### src/rtl/hex_disp_arb.sv
// Round-robin arbiter that gives four requesters turns at a 4-digit hex display write port.
// Define HEX_DISP_ARB_PRIO_EN to let requester 0 preempt other owners and win every IDLE tie.
module hex_disp_arb #(
  parameter int unsigned DWELL_CYCLES = 1024
) (
  input  logic        clk,
  input  logic        rst_n,
  input  logic [3:0]  i_req,
  input  logic [63:0] i_data,
  output logic [15:0] o_data,
  output logic        o_we,
  output logic [3:0]  o_gnt,
  output logic [1:0]  o_owner,
  output logic        o_busy
);

  typedef enum logic [1:0] {S_IDLE, S_GRANT, S_DWELL} state_t;

  state_t      r_state, w_state_nxt;
  logic [15:0] r_cnt, w_cnt_nxt;
  logic [15:0] w_data_nxt;
  logic        w_we_nxt;
  logic [3:0]  w_gnt_nxt;
  logic [1:0]  w_owner_nxt;

  logic [1:0]  w_start;
  logic [2:0]  w_pick_all, w_pick_oth;
  logic        w_own_req;
  logic [15:0] w_own_data, w_win_data;
  logic        w_do_grant, w_pre;
  logic [1:0]  w_win;

  // Returns {found, index}: first set request scanning upward (mod 4) from start.
  function automatic logic [2:0] rr_pick(input logic [3:0] req, input logic [1:0] start);
    logic [1:0] idx;
    rr_pick = '0;
    for (int unsigned i = 0; i < 4; i++) begin
      idx = start + 2'(i);
      if (!rr_pick[2] && req[idx]) rr_pick = {1'b1, idx};
    end
  endfunction

  assign w_start    = o_owner + 2'd1;
  assign w_pick_all = rr_pick(i_req, w_start);
  assign w_pick_oth = rr_pick(i_req & ~(4'b0001 << o_owner), w_start);
  assign w_own_req  = i_req[o_owner];
  assign w_own_data = i_data[{o_owner, 4'b0000} +: 16];
  assign w_win_data = i_data[{w_win, 4'b0000} +: 16];
  assign o_busy     = (r_state != S_IDLE);

  always_comb begin
    w_state_nxt = r_state;
    w_cnt_nxt   = r_cnt;
    w_data_nxt  = o_data;
    w_we_nxt    = 1'b0;
    w_gnt_nxt   = o_gnt;
    w_owner_nxt = o_owner;
    w_do_grant  = 1'b0;
    w_win       = '0;
    w_pre       = 1'b0;
`ifdef HEX_DISP_ARB_PRIO_EN
    w_pre       = i_req[0] && (o_owner != 2'd0);
`endif

    case (r_state)
      S_IDLE: begin
        if (|i_req) begin
          w_do_grant = 1'b1;
          w_win      = w_pick_all[1:0];
`ifdef HEX_DISP_ARB_PRIO_EN
          if (i_req[0]) w_win = 2'd0;
`endif
        end
      end

      S_GRANT: begin
        w_state_nxt = S_DWELL;
        w_cnt_nxt   = 16'(DWELL_CYCLES - 1);
      end

      S_DWELL: begin
        if (w_pre) begin
          w_do_grant = 1'b1;
          w_win      = 2'd0;
        end else if (r_cnt == '0) begin
          if (w_pick_oth[2]) begin
            w_do_grant = 1'b1;
            w_win      = w_pick_oth[1:0];
          end else if (w_own_req) begin
            w_cnt_nxt = 16'(DWELL_CYCLES - 1);
          end else begin
            w_state_nxt = S_IDLE;
            w_gnt_nxt   = '0;
          end
        end else begin
          w_cnt_nxt = r_cnt - 16'd1;
        end

        // Owner data refresh only while ownership continues; counter is untouched.
        if (!w_do_grant && (w_state_nxt == S_DWELL) && w_own_req && (w_own_data != o_data)) begin
          w_data_nxt = w_own_data;
          w_we_nxt   = 1'b1;
        end
      end

      default: w_state_nxt = S_IDLE;
    endcase

    if (w_do_grant) begin
      w_state_nxt = S_GRANT;
      w_gnt_nxt   = 4'b0001 << w_win;
      w_owner_nxt = w_win;
      w_data_nxt  = w_win_data;
      w_we_nxt    = 1'b1;
    end
  end

  always_ff @(posedge clk or negedge rst_n) begin
    if (!rst_n) begin
      r_state <= S_IDLE;
      r_cnt   <= '0;
      o_data  <= '0;
      o_we    <= 1'b0;
      o_gnt   <= '0;
      o_owner <= 2'd3;
    end else begin
      r_state <= w_state_nxt;
      r_cnt   <= w_cnt_nxt;
      o_data  <= w_data_nxt;
      o_we    <= w_we_nxt;
      o_gnt   <= w_gnt_nxt;
      o_owner <= w_owner_nxt;
    end
  end

endmodule

### config.mk
export PLATFORM = sky130hd
export DESIGN_NAME = hex_disp_arb
export DESIGN_NICKNAME = d
export VERILOG_FILES = /design/src/rtl/hex_disp_arb.sv
export SDC_FILE = /design/constraint.sdc
export NUM_CORES = 1
export LEC_CHECK = 0
export CAP_MARGIN = 30
export CELL_PAD_IN_SITES_DETAIL_PLACEMENT = 1
export CELL_PAD_IN_SITES_GLOBAL_PLACEMENT = 1
export CORE_MARGIN = 1.5
export CORE_UTILIZATION = 41
export CTS_BUF_LIST = sky130_fd_sc_hd__clkbuf_4
export CTS_CLUSTER_DIAMETER = 30
export CTS_CLUSTER_SIZE = 30
export DETAILED_ROUTE_END_ITERATION = 10
export PLACE_DENSITY = 0.84
export SLEW_MARGIN = 40
export SYNTH_ARGS = -nofsm -noshare
export SYNTH_HDL_FRONTEND = slang
export SYNTH_SLANG_ARGS = --single-unit
### constraint.sdc
create_clock -name clk -period 9.6 [get_ports clk]
set_input_delay 1.92 -clock clk [delete_from_list [all_inputs] [get_ports clk]]
set_output_delay 1.92 -clock clk [all_outputs]
set_load 0.02 [all_outputs]
==> PnR_summary.wiki, run 1 <==
{| class="wikitable"
! Metric !! Value
|-
| Result of the run || finished clean
|-
| Total of fill cells in the finished design || 991
|-
| Crit path from || i_req[1]
|-
| Largest area contributor in the synthesized netlist || sky130_fd_sc_hd__dfrtp_1
|-
| Period Utilization, post-route || 50.5%
|-
| Hold-critical path endpoint || r_cnt[14]$_DFFE_PN0P_
|-
| Post-Synthesis Cell Area || 3670 um^2
|-
| Register-to-register setup slack || 5.37 ns
|-
| Worst setup slack after placement || 4.44 ns
|-
| Adder and majority cell fraction of the synthesized area || 2.73%
|-
| Buffer count from post-CTS setup fixing || 0
|-
| Site Rows || 34
|-
| Number of unique standard cell types used by synthesis || 56
|-
| H-tree level count || 2
|-
| Routed Antenna Nets || 0
|-
| Simple-gate share of the synthesized area || 20.0%
|-
| Horizontal die dimension || 97.6 um
|-
| Post-synthesis instance total || 391
|-
| Combinational family with the most area after synthesis || multiplexers
|-
| Setup skew after layout || 0.0279 ns
|-
| Sequential-to-total area share from yosys stat || 28.0%
|-
| Tot GR Track Use || 24.5%
|-
| Layout cells sized above 1 || 13.9%
|-
| Compound-gate portion of the synthesized area || 18.6%
|-
| Kind of critical path || in -> reg
|-
| FFs w/ async S/R, synth || 100%
|-
| Reg-to-Reg End || o_data[6]$_DFFE_PN0P_
|-
| DR vias/cell || 5.97
|-
| Worst EP required || 9.85 ns
|-
| Series of cell instances along the critical path || clkdlybuf4s50_1 > nor2_1 > a21oi_1 > o311a_1 > or2_1 > buf_4 > mux2i_1 > a211oi_2
|-
| Die Footprint || 9530 um^2
|-
| Die Ht || 97.6 um
|-
| Starting density of the core || 42.1%
|-
| Crit path DAT || 5.10 ns
|-
| Yosys top cell area share || 26.6%
|-
| Number of cell instances on the worst register-to-register path || 10
|-
| Drt first-iter violations || 112
|-
| Post-synth net total || 469
|-
| Area growth syn-to-layout || 27.2%
|-
| Remaining Overflow, GRT || 0
|-
| Clock tree root buffer cell || sky130_fd_sc_hd__clkbuf_4
|-
| Hold violation total from the final report || 0
|-
| Final WS setup || 4.75 ns
|-
| Power per Cell Area || 289 nW/um^2
|-
| Detailed Place HPWL || 8410 um
|-
| Kind of end point of the critical path || flop
|-
| F_max || 206 MHz
|-
| Unrepaired setup endpoints after global routing || no
|-
| Primary FF master, synth || sky130_fd_sc_hd__dfrtp_1
|-
| Cells resized by post-CTS repair || 0
|-
| Leakage power figure || 1.68 nW
|-
| GP Congestion || 0.847
|-
| Warning count from the yosys run || 0
|-
| Startpoint type of the worst setup path || input port
|-
| Setup violation total in the final timing report || 0
|-
| Most frequent cell after synthesis || sky130_fd_sc_hd__nor2_1
|-
| Post-layout nets || 544
|-
| Cells on Worst Hold Path || 1
|-
| Number of sinks driven by the clock tree || 41
|-
| Iteration count of the initial detailed-routing pass || 4
|-
| Peak supply drop || 139 uV
|-
| Diodes inserted || 0
|-
| Post-layout power || 1.35 mW
|-
| Routed Wire Length || 11300 um
|-
| Top cells by count, synth || sky130_fd_sc_hd__nor2_1 (55), sky130_fd_sc_hd__dfrtp_1 (39), sky130_fd_sc_hd__o21ai_0 (25)
|-
| Clk Latency, worst-skew pair || 0.37 ns
|-
| Routed wire length per instance || 19.7 um
|-
| Critical R2R Launch || o_owner[0]$_DFFE_PN1P_
|-
| Number of maximum-capacitance violations || 0
|-
| Critical path fanouts, max || 22
|-
| Hold wc startpoint || r_cnt[14]$_DFFE_PN0P_
|-
| Top Ports || 94
|-
| Multiplexer fraction of the synthesized cell area || 21.3%
|-
| Shortest period the worst path allows || 4.85 ns
|-
| Buffers on Ports || 93
|-
| CP max stage delay || 0.72 ns
|-
| Xor-xnor portion of the synthesized cell area || 4.05%
|-
| Crit-path slowest cell || sky130_fd_sc_hd__o311a_1
|-
| Deepest clock path buffer count || 2
|-
| Vias || 3431
|-
| Synthesized area divided by synthesized cell count || 9.39 um^2
|-
| Placed cell areas || 4610 um^2
|-
| Number of global-route vias before repair || 3777
|-
| Count of final max-slew check failures || 0
|-
| DRC violation count after routing || 0
|-
| Setup total negative slack || 0 ns
|-
| Largest cells by area after synthesis || sky130_fd_sc_hd__dfrtp_1 (27%), sky130_fd_sc_hd__mux4_2 (8.6%), sky130_fd_sc_hd__nor2_1 (5.6%)
|-
| Maximum number of pins on one net before global-route repair || 42
|-
| Core region area || 8720 um^2
|-
| Clock tree from TritonCTS || built
|-
| Slew @ Worst Pin || 0.751 ns
|-
| Wire length of the first global-routing pass || 18900 um
|-
| Max transition margin || 49.9%
|-
| Number of register bits inferred by synthesis || 41
|-
| TritonCTS buffer count || 5
|-
| Hold buffer count at CTS || 0
|-
| EDFF count, synth || 0
|-
| Clock input transition at the sequential cells of the worst setup and hold paths || 0.15 ns
|-
| Worst Hold Class || reg -> reg
|-
| Initial antenna violation count || 0
|-
| Total non-filler cell area in the finished layout || 4670 um^2
|}
worst max-delay path, delay by kind of cell:
family / cells / cell delay, ns
AO/OA/AOI/OAI: 3 / 1.10
buffers and inverters: 2 / 1.06
multiplexers: 1 / 0.29
AND/OR/NAND/NOR: 2 / 0.70
power by group:
group          total [mW]  switching [mW]  internal (mW)  leakage [nW]
sequential          0.338          0.0996          0.238         0.465
clock              0.0930          0.0652         0.0278        0.0310
combinational       0.919           0.479          0.441          1.18
total                1.35           0.644          0.707          1.68
per-stage QoR:
stage / util (%) / cells / hold WS [ns]
floorplan: - / 391 / 0.442
global placement: 52.7 / 567 / 0.465
detailed placement: 52.9 / 567 / 0.479
CTS: 53.5 / 575 / 0.501
global route: 53.6 / 575 / 0.524
finish: 53.6 / 575 / 0.492
cell usage in the layout, fill, tap and decap left out, types with 12 or more instances in the layout:
| master | netlist | final |
|---|---|---|
| sky130_fd_sc_hd__dfrtp_1 | 39 | 39 |
| sky130_fd_sc_hd__clkdlybuf4s50_1 | 0 | 92 |
| sky130_fd_sc_hd__o21ai_0 | 25 | 25 |
| sky130_fd_sc_hd__a211oi_1 | 22 | 22 |
| sky130_fd_sc_hd__mux2i_1 | 17 | 17 |
| sky130_fd_sc_hd__nor2_1 | 55 | 55 |
| sky130_fd_sc_hd__inv_1 | 12 | 12 |
| sky130_fd_sc_hd__nor3b_1 | 18 | 18 |
| sky130_fd_sc_hd__mux4_2 | 14 | 14 |
| sky130_fd_sc_hd__xnor2_1 | 16 | 16 |
| sky130_fd_sc_hd__a21oi_1 | 17 | 17 |
| sky130_fd_sc_hd__nand2_1 | 23 | 23 |
state kept, by name (all words and copies together), names as in the netlist:
| name | flops |
|---|---|
| o_data | 16 |
| o_gnt | 4 |
| o_owner | 2 |
| o_we | 1 |
| r_cnt | 16 |
| r_state | 2 |
final cells by class:
cell class                 count  area, um^2  share of cell area, %
timing repair buffer          95         943                   20.2
inverter                      12        45.0                  0.964
clock buffer                   5        37.5                  0.804
sequential                    41        1030                   22.1
tap                          108         135                   2.89
clock inverter                 3        17.5                  0.375
multi-input combinational    311        2460                   52.7
metal layers:
| layer | share of wire (%) | track usage, % | wire [um] | up-vias |
|---|---|---|---|---|
| met3 | 3.7 | 3.88 | 415 | 10 |
| met2 | 51 | 42.6 | 5720 | 94 |
| met5 | 0 | 0 | 0 | - |
| met1 | 45 | 32.4 | 5070 | 1732 |
| met4 | 0.94 | 4.73 | 106 | 0 |
| li1 | - | - | - | 1595 |
how the worst max path moves through the flow:
| stage | endpoint | slack (ns) | cells past startpoint |
|---|---|---|---|
| finish | o_data[6]$_DFFE_PN0P_ | 4.75 | 8 |
| global route | o_data[14]$_DFFE_PN0P_ | 4.57 | 8 |
| CTS | o_data[6]$_DFFE_PN0P_ | 4.83 | 8 |
| detailed placement | o_data[6]$_DFFE_PN0P_ | 4.44 | 8 |
| global placement | o_data[3]$_DFFE_PN0P_ | 4.50 | 7 |
| floorplan | o_data[10]$_DFFE_PN0P_ | 5.65 | 11 |
cell families (layout without fill, tap and decap cells):
| group | Yosys count | count (layout) |
|---|---|---|
| AO/OA/AOI/OAI | 97 | 97 |
| XOR/XNOR | 17 | 17 |
| adder cells (fa/ha/maj) | 8 | 8 |
| buffers and inverters | 39 | 115 |
| flip-flops | 41 | 41 |
| multiplexers | 50 | 50 |
| AND/OR/NAND/NOR | 139 | 139 |
No activity file was read; power rests on OpenSTA's default activity.
==> inputs of run 2 (changes only) <==
Settings changed: CORE_UTILIZATION 41 to 38, PLACE_DENSITY 0.84 to 0.78.
Clock period 9.6 ns to 5.1 ns, I/O delays scaled along.
==> PnR_summary.wiki, run 2 (synthesized netlist as in run 1, its figures left out) <==
{| class="wikitable"
! Metric !! Value
|-
| Result of the run || finished clean
|-
| Worst EP required || 5.36 ns (-4.49 ns)
|-
| Remaining Overflow, GRT || 0 (unchanged)
|-
| Clk Latency, worst-skew pair || 0.37 ns (about the same)
|-
| Critical R2R Launch || o_owner[1]$_DFFE_PN1P_
|-
| Period Utilization, post-route || 74.3%
|-
| Clock input transition at the sequential cells of the worst setup and hold paths || 0.15 ns (about the same)
|-
| Die Ht || 101 um (+3.8%)
|-
| Unrepaired setup endpoints after global routing || no
|-
| DRC violation count after routing || 0 (unchanged)
|-
| Drt first-iter violations || 110 (-1.8%)
|-
| Number of standard cells in the layout, taps in and fillers out || 602 (+4.7%)
|-
| Routed Wire Length || 11600 um (+2.8%)
|-
| DR vias/cell || 5.77 (-3.4%)
|-
| Max transition margin || 48.7% (-1.3 points)
|-
| Critical path fanouts, max || 27 (+23%)
|-
| Commonest cells after routing, fill and taps aside || sky130_fd_sc_hd__clkdlybuf4s50_1 (92), sky130_fd_sc_hd__nor2_1 (55), sky130_fd_sc_hd__dfrtp_1 (39), sky130_fd_sc_hd__o21ai_0 (25), sky130_fd_sc_hd__nand2_1 (23)
|-
| Setup skew after layout || 0.0205 ns (-0.00734 ns)
|-
| Iteration count of the initial detailed-routing pass || 4 (unchanged)
|-
| Detailed Place HPWL || 8520 um (+1.4%)
|-
| Hold buffer count at CTS || 0 (unchanged)
|-
| Power per Cell Area || 564 nW/um^2 (+95%)
|-
| Buffers on Ports || 93 (unchanged)
|-
| Clock tree from TritonCTS || built
|-
| Horizontal die dimension || 101 um (+3.8%)
|-
| Post-layout nets || 550 (+1.1%)
|-
| Hold violation total from the final report || 0 (unchanged)
|-
| Share of power burned in the clock network || 10.6% (+3.7 points)
|-
| Setup total negative slack || 0 ns (unchanged)
|-
| Area growth syn-to-layout || 30.7%
|-
| Leakage power figure || 1.74 nW (+3.4%)
|-
| Most frequent standard cell in the layout excluding fill and tap cells || sky130_fd_sc_hd__clkdlybuf4s50_1
|-
| Core region area || 9280 um^2 (+6.5%)
|-
| Tot GR Track Use || 23.3% (-1.3 points)
|-
| Number of maximum-capacitance violations || 0 (unchanged)
|-
| Routed Antenna Nets || 0 (unchanged)
|-
| Setup violation total in the final timing report || 0 (unchanged)
|-
| Buffer count from post-CTS setup fixing || 0 (unchanged)
|-
| Slew @ Worst Pin || 0.767 ns (+0.0163 ns)
|-
| Worst Hold Class || reg -> reg
|-
| GP Congestion || 0.839 (-0.99%)
|-
| Number of global-route vias before repair || 3660 (-3.1%)
|-
| Crit path from || o_owner[1]$_DFFE_PN1P_
|-
| Sequential share of power || 22.5% (-2.5 points)
|-
| Pint || 1.46 mW (+110%)
|-
| Starting density of the core || 39.6% (-2.6 points)
|-
| Power dissipated by switching net loads || 1.25 mW (+94%)
|-
| Maximum number of pins on one net before global-route repair || 42 (unchanged)
|-
| Shortest period the worst path allows || 3.79 ns
|-
| Crit path DAT || 4.05 ns (-1.05 ns)
|-
| Number of sinks driven by the clock tree || 41 (unchanged)
|-
| Diodes inserted || 0 (unchanged)
|-
| Kind of end point of the critical path || flop
|-
| Total instance count after detailed placement || 594 (+4.8%)
|-
| Kind of critical path || reg -> reg
|-
| Largest regs || o_data: 16 flops, r_cnt: 16 flops, o_gnt: 4 flops
|-
| H-tree level count || 2 (unchanged)
|-
| Layout cells sized above 1 || 14.6% (+0.67 points)
|-
| Routed wire length per instance || 19.3 um (-1.8%)
|-
| Cells resized by post-CTS repair || 0 (unchanged)
|-
| Post-layout power || 2.71 mW (+100%)
|-
| Clock tree root buffer cell || sky130_fd_sc_hd__clkbuf_4
|-
| Vias || 3471 (+1.2%)
|-
| Hold wc startpoint || r_cnt[14]$_DFFE_PN0P_
|-
| Switching part of the total || 46.1% (-1.6 points)
|-
| Count of final max-slew check failures || 0 (unchanged)
|-
| F_max || 264 MHz
|-
| Peak supply drop || 214 uV (+54%)
|-
| Wire length of the first global-routing pass || 18700 um (-1.5%)
|-
| Deepest clock path buffer count || 2 (unchanged)
|-
| Share of power burned in combinational logic || 66.9% (-1.2 points)
|-
| TritonCTS buffer count || 5 (unchanged)
|-
| Top Ports || 94 (unchanged)
|-
| Site Rows || 35 (+2.9%)
|-
| Die Footprint || 10300 um^2 (+7.6%)
|-
| Register-to-register setup slack || 1.31 ns (-4.06 ns)
|-
| Startpoint type of the worst setup path || flop
|-
| Initial antenna violation count || 0 (unchanged)
|}
-- run 2: layer usage --
| metal | vias up | part of all wire, % | track usage (%) |
|---|---|---|---|
| met4 | 0 | 1.9 | 6.20 |
| met5 | - | 0 | 0 |
| li1 | 1606 | - | - |
| met3 | 17 | 3.4 | 3.80 |
| met2 | 88 | 50 | 41.6 |
| met1 | 1760 | 45 | 29.1 |
-- run 2: per-stage QoR --
| stage | utilization [%] | setup WS, ns | hold slack, ns | area, um^2 |
|---|---|---|---|---|
| floorplan | - | 1.39 | 0.442 | 3670 |
| global placement | 50.4 | 1.08 | 0.468 | 4680 |
| detailed placement | 50.6 | 1.20 | 0.480 | 4690 |
| CTS | 51.7 | 1.29 | 0.500 | 4800 |
| global route | 51.7 | 1.06 | 0.539 | 4800 |
| finish | 51.7 | 1.31 | 0.502 | 4800 |
-- run 2: final timing paths --
| check | end | depth (start not counted) |
|---|---|---|
| worst max-delay path | o_data[10]$_DFFE_PN0P_ | 11 |
| worst min-delay path | r_cnt[14]$_DFFE_PN0P_ | 1 |
| worst max register to register | o_data[10]$_DFFE_PN0P_ | 11 |
| worst min register to register | r_cnt[14]$_DFFE_PN0P_ | 1 |
| max in group asynchronous | o_owner[0]$_DFFE_PN1P_ | 1 |
| min in group asynchronous | r_cnt[7]$_DFFE_PN0P_ | 1 |
-- run 2: critical path, stage by stage, from the launching register on --
cell                       delay, ns
sky130_fd_sc_hd__dfstp_2        0.92
sky130_fd_sc_hd__inv_1          0.17
sky130_fd_sc_hd__ha_1           0.50
sky130_fd_sc_hd__inv_1          0.14
sky130_fd_sc_hd__mux2i_1        0.15
sky130_fd_sc_hd__a221o_1        0.40
sky130_fd_sc_hd__nor2_4         0.09
sky130_fd_sc_hd__buf_4          0.25
sky130_fd_sc_hd__or2_1          0.41
sky130_fd_sc_hd__buf_12         0.26
sky130_fd_sc_hd__mux2i_1        0.26
sky130_fd_sc_hd__a211oi_2       0.10
-- run 2: layout make-up --
class                      count  area (um^2)
clock buffer                   5         37.5
clock inverter                 3         68.8
fill                        1085         4480
inverter                      12         45.0
multi-input combinational    311         2460
sequential                    41         1030
tap                          129          161
timing repair buffer         101         1000
-- run 2: power by group through the flow --
stage	Sequential [mW]	Combinational [mW]	Clock [mW]
3_5_place_dp	0.616	1.80	0
6_report	0.610	1.81	0.286
2_1_floorplan	0.644	1.21	0
5_1_grt	0.624	1.96	0.305
4_1_cts	0.610	1.82	0.290
3_3_place_gp	0.610	1.74	0
==> inputs of run 3 (changes only) <==
Settings changed: CORE_UTILIZATION 38 to 35, PLACE_DENSITY 0.78 to 0.76.
Clock period 5.1 ns to 3.15 ns, I/O delays scaled along.
==> PnR_summary.wiki, run 3 (synthesized netlist as in run 1, its figures left out) <==
{| class="wikitable"
! Metric !! Value
|-
| Leakage power figure || 1.85 nW (+6.6%)
|-
| Count of final max-slew check failures || 0 (unchanged)
|-
| Horizontal die dimension || 105 um (+4.1%)
|-
| Maximum number of pins on one net before global-route repair || 42 (unchanged)
|-
| Worst Hold Class || in -> async
|-
| Setup skew after layout || 0.0145 ns (-0.00606 ns)
|-
| Die Footprint || 11100 um^2 (+8.3%)
|-
| Setup total negative slack || 0 ns (unchanged)
|-
| Series of cell instances along the critical path || buf_4 > mux4_1 > xnor2_1 > nand4_1 > nor4_2 > nor2_2 > buf_4 > mux2_4 > a211oi_2
|-
| Routed Wire Length || 11500 um (-0.82%)
|-
| Post-layout power || 4.57 mW (+69%)
|-
| Layout cells sized above 1 || 21.9% (+7.3 points)
|-
| Total non-filler cell area in the finished layout || 5050 um^2 (+5.1%)
|-
| Crit path DAT || 3.27 ns (-0.78 ns)
|-
| Vias || 3479 (+0.23%)
|-
| Most frequent standard cell in the layout excluding fill and tap cells || sky130_fd_sc_hd__clkdlybuf4s50_1
|-
| Drt first-iter violations || 125 (+14%)
|-
| Number of global-route vias before repair || 3634 (-0.71%)
|-
| Die Ht || 105 um (+4.1%)
|-
| Power per Cell Area || 906 nW/um^2 (+61%)
|-
| Worst EP required || 3.42 ns (-1.94 ns)
|-
| Final worst hold slack || 0.250 ns (-0.252 ns)
|-
| Max transition margin || 53.8% (+5.2 points)
|-
| Clk Latency, worst-skew pair || 0.36 ns (about the same)
|-
| Commonest cells after routing, fill and taps aside || sky130_fd_sc_hd__clkdlybuf4s50_1 (92), sky130_fd_sc_hd__nor2_1 (55), sky130_fd_sc_hd__dfrtp_1 (39), sky130_fd_sc_hd__a211oi_2 (26), sky130_fd_sc_hd__o21ai_0 (25)
|-
| Hold violation total from the final report || 0 (unchanged)
|-
| DR vias/cell || 5.57 (-3.5%)
|-
| Crit-path slowest cell || sky130_fd_sc_hd__dfstp_2
|-
| Initial antenna violation count || 0 (unchanged)
|-
| CP max stage delay || 0.65 ns (-0.27 ns)
|-
| Diodes inserted || 0 (unchanged)
|-
| Top Ports || 94 (unchanged)
|-
| Result of the run || finished clean
|-
| Total instance count after detailed placement || 616 (+3.7%)
|-
| Core region area || 10200 um^2 (+10%)
|-
| Area growth syn-to-layout || 37.4%
|-
| Kind of critical path || reg -> reg
|-
| Clock input transition at the sequential cells of the worst setup and hold paths || 0.14 ns (about the same)
|-
| Shortest period the worst path allows || 3.00 ns (-0.791 ns)
|-
| Wire length of the first global-routing pass || 18400 um (-1.5%)
|-
| Period Utilization, post-route || 95.1% (+21 points)
|-
| Number of standard cells in the layout, taps in and fillers out || 625 (+3.8%)
|-
| H-tree level count || 2 (unchanged)
|-
| Crit path buf inv count || 2 (-2)
|-
| Iteration count of the initial detailed-routing pass || 4 (unchanged)
|-
| TritonCTS buffer count || 5 (unchanged)
|-
| Clock tree from TritonCTS || built
|-
| Total of fill cells in the finished design || 1146 (+5.6%)
|-
| GP Congestion || 0.801 (-4.5%)
|-
| Placed cell areas || 4930 um^2 (+5.1%)
|-
| Top cell by count, worst path || sky130_fd_sc_hd__buf_4
|-
| Largest regs || o_data: 16 flops, r_cnt: 16 flops, o_gnt: 4 flops
|-
| Routed Antenna Nets || 0 (unchanged)
|-
| F_max || 334 MHz (+26%)
|-
| Startpoint type of the worst setup path || flop
|-
| Critical path fanouts, max || 7 (-74%)
|-
| Detailed Place HPWL || 8820 um (+3.5%)
|-
| Number of sinks driven by the clock tree || 41 (unchanged)
|-
| Setup violation total in the final timing report || 0 (unchanged)
|-
| Post-layout nets || 566 (+2.9%)
|-
| Unrepaired setup endpoints after global routing || no
|-
| Top delay family on crit path || multiplexers
|-
| Peak supply drop || 321 uV (+50%)
|-
| Slew @ Worst Pin || 0.690 ns (-0.0772 ns)
|-
| Kind of end point of the critical path || flop
|-
| Buffers on Ports || 93 (unchanged)
|-
| Hold buffer count at CTS || 0 (unchanged)
|-
| Remaining Overflow, GRT || 0 (unchanged)
|-
| Routed wire length per instance || 18.5 um (-4.5%)
|-
| Critical R2R Launch || o_owner[0]$_DFFE_PN1P_
|-
| Number of maximum-capacitance violations || 0 (unchanged)
|-
| Clock tree root buffer cell || sky130_fd_sc_hd__clkbuf_4
|-
| Deepest clock path buffer count || 2 (unchanged)
|-
| DRC violation count after routing || 0 (unchanged)
|-
| Tot GR Track Use || 20.8% (-2.5 points)
|-
| Crit path from || o_owner[0]$_DFFE_PN1P_
|-
| Site Rows || 37 (+5.7%)
|-
| Starting density of the core || 35.9% (-3.7 points)
|}
[run 3: final cells by class]
cell class / count / area (um^2) / area share, %
multi-input cells: 311 / 2560 / 50.8
repair buffers: 117 / 1150 / 22.9
flip-flops and latches: 41 / 1030 / 20.4
well taps: 136 / 170 / 3.37
clock buffers: 6 / 45.0 / 0.893
inverters: 12 / 45.0 / 0.893
clock inverters: 2 / 38.8 / 0.769
[run 3: power by group]
group | internal, mW | switching (mW)
Clock | 0.178 | 0.194
Sequential | 0.720 | 0.219
Combinational | 1.59 | 1.68
[run 3: per-layer routing]
| metal | vias up | wire (um) | global-route usage, % |
|---|---|---|---|
| met5 | - | 0 | 0 |
| met4 | 0 | 111 | 4.01 |
| met3 | 10 | 523 | 4.21 |
| met2 | 89 | 5830 | 37.6 |
| li1 | 1635 | - | - |
| met1 | 1745 | 5070 | 25.6 |
[run 3: path summary, 6_finish.rpt]
| kind | endpoint | slack, ns | depth (start not counted) |
|---|---|---|---|
| setup reg to reg | o_data[12]$_DFFE_PN0P_ | 0.15 | 9 |
| hold reg to reg | r_cnt[14]$_DFFE_PN0P_ | 0.50 | 1 |
| min in group clk | r_cnt[14]$_DFFE_PN0P_ | 0.50 | 1 |
| setup / recovery | o_data[12]$_DFFE_PN0P_ | 0.15 | 9 |
| max in group asynchronous | o_owner[1]$_DFFE_PN1P_ | 2.51 | 1 |
| hold / removal | r_cnt[8]$_DFFE_PN0P_ | 0.25 | 1 |
[run 3: repair_timing]
| item | CTS | global route |
|---|---|---|
| pin swaps | 0 | 1 |
| resized for setup | 0 | 4 |
| endpoints found under the hold margin | 0 | 0 |
| setup endpoints to repair | 5 | 6 |
| setup buffers | 1 | 0 |
[run 3: stage by stage]
stage / worst slack (ns) / utilization, %
floorplan: 0.00590 / -
global placement: -0.00537 / 48.2
detailed placement: -0.0948 / 48.2
CTS: 0.0886 / 49.1
global route: 0.00886 / 49.3
finish: 0.154 / 49.3
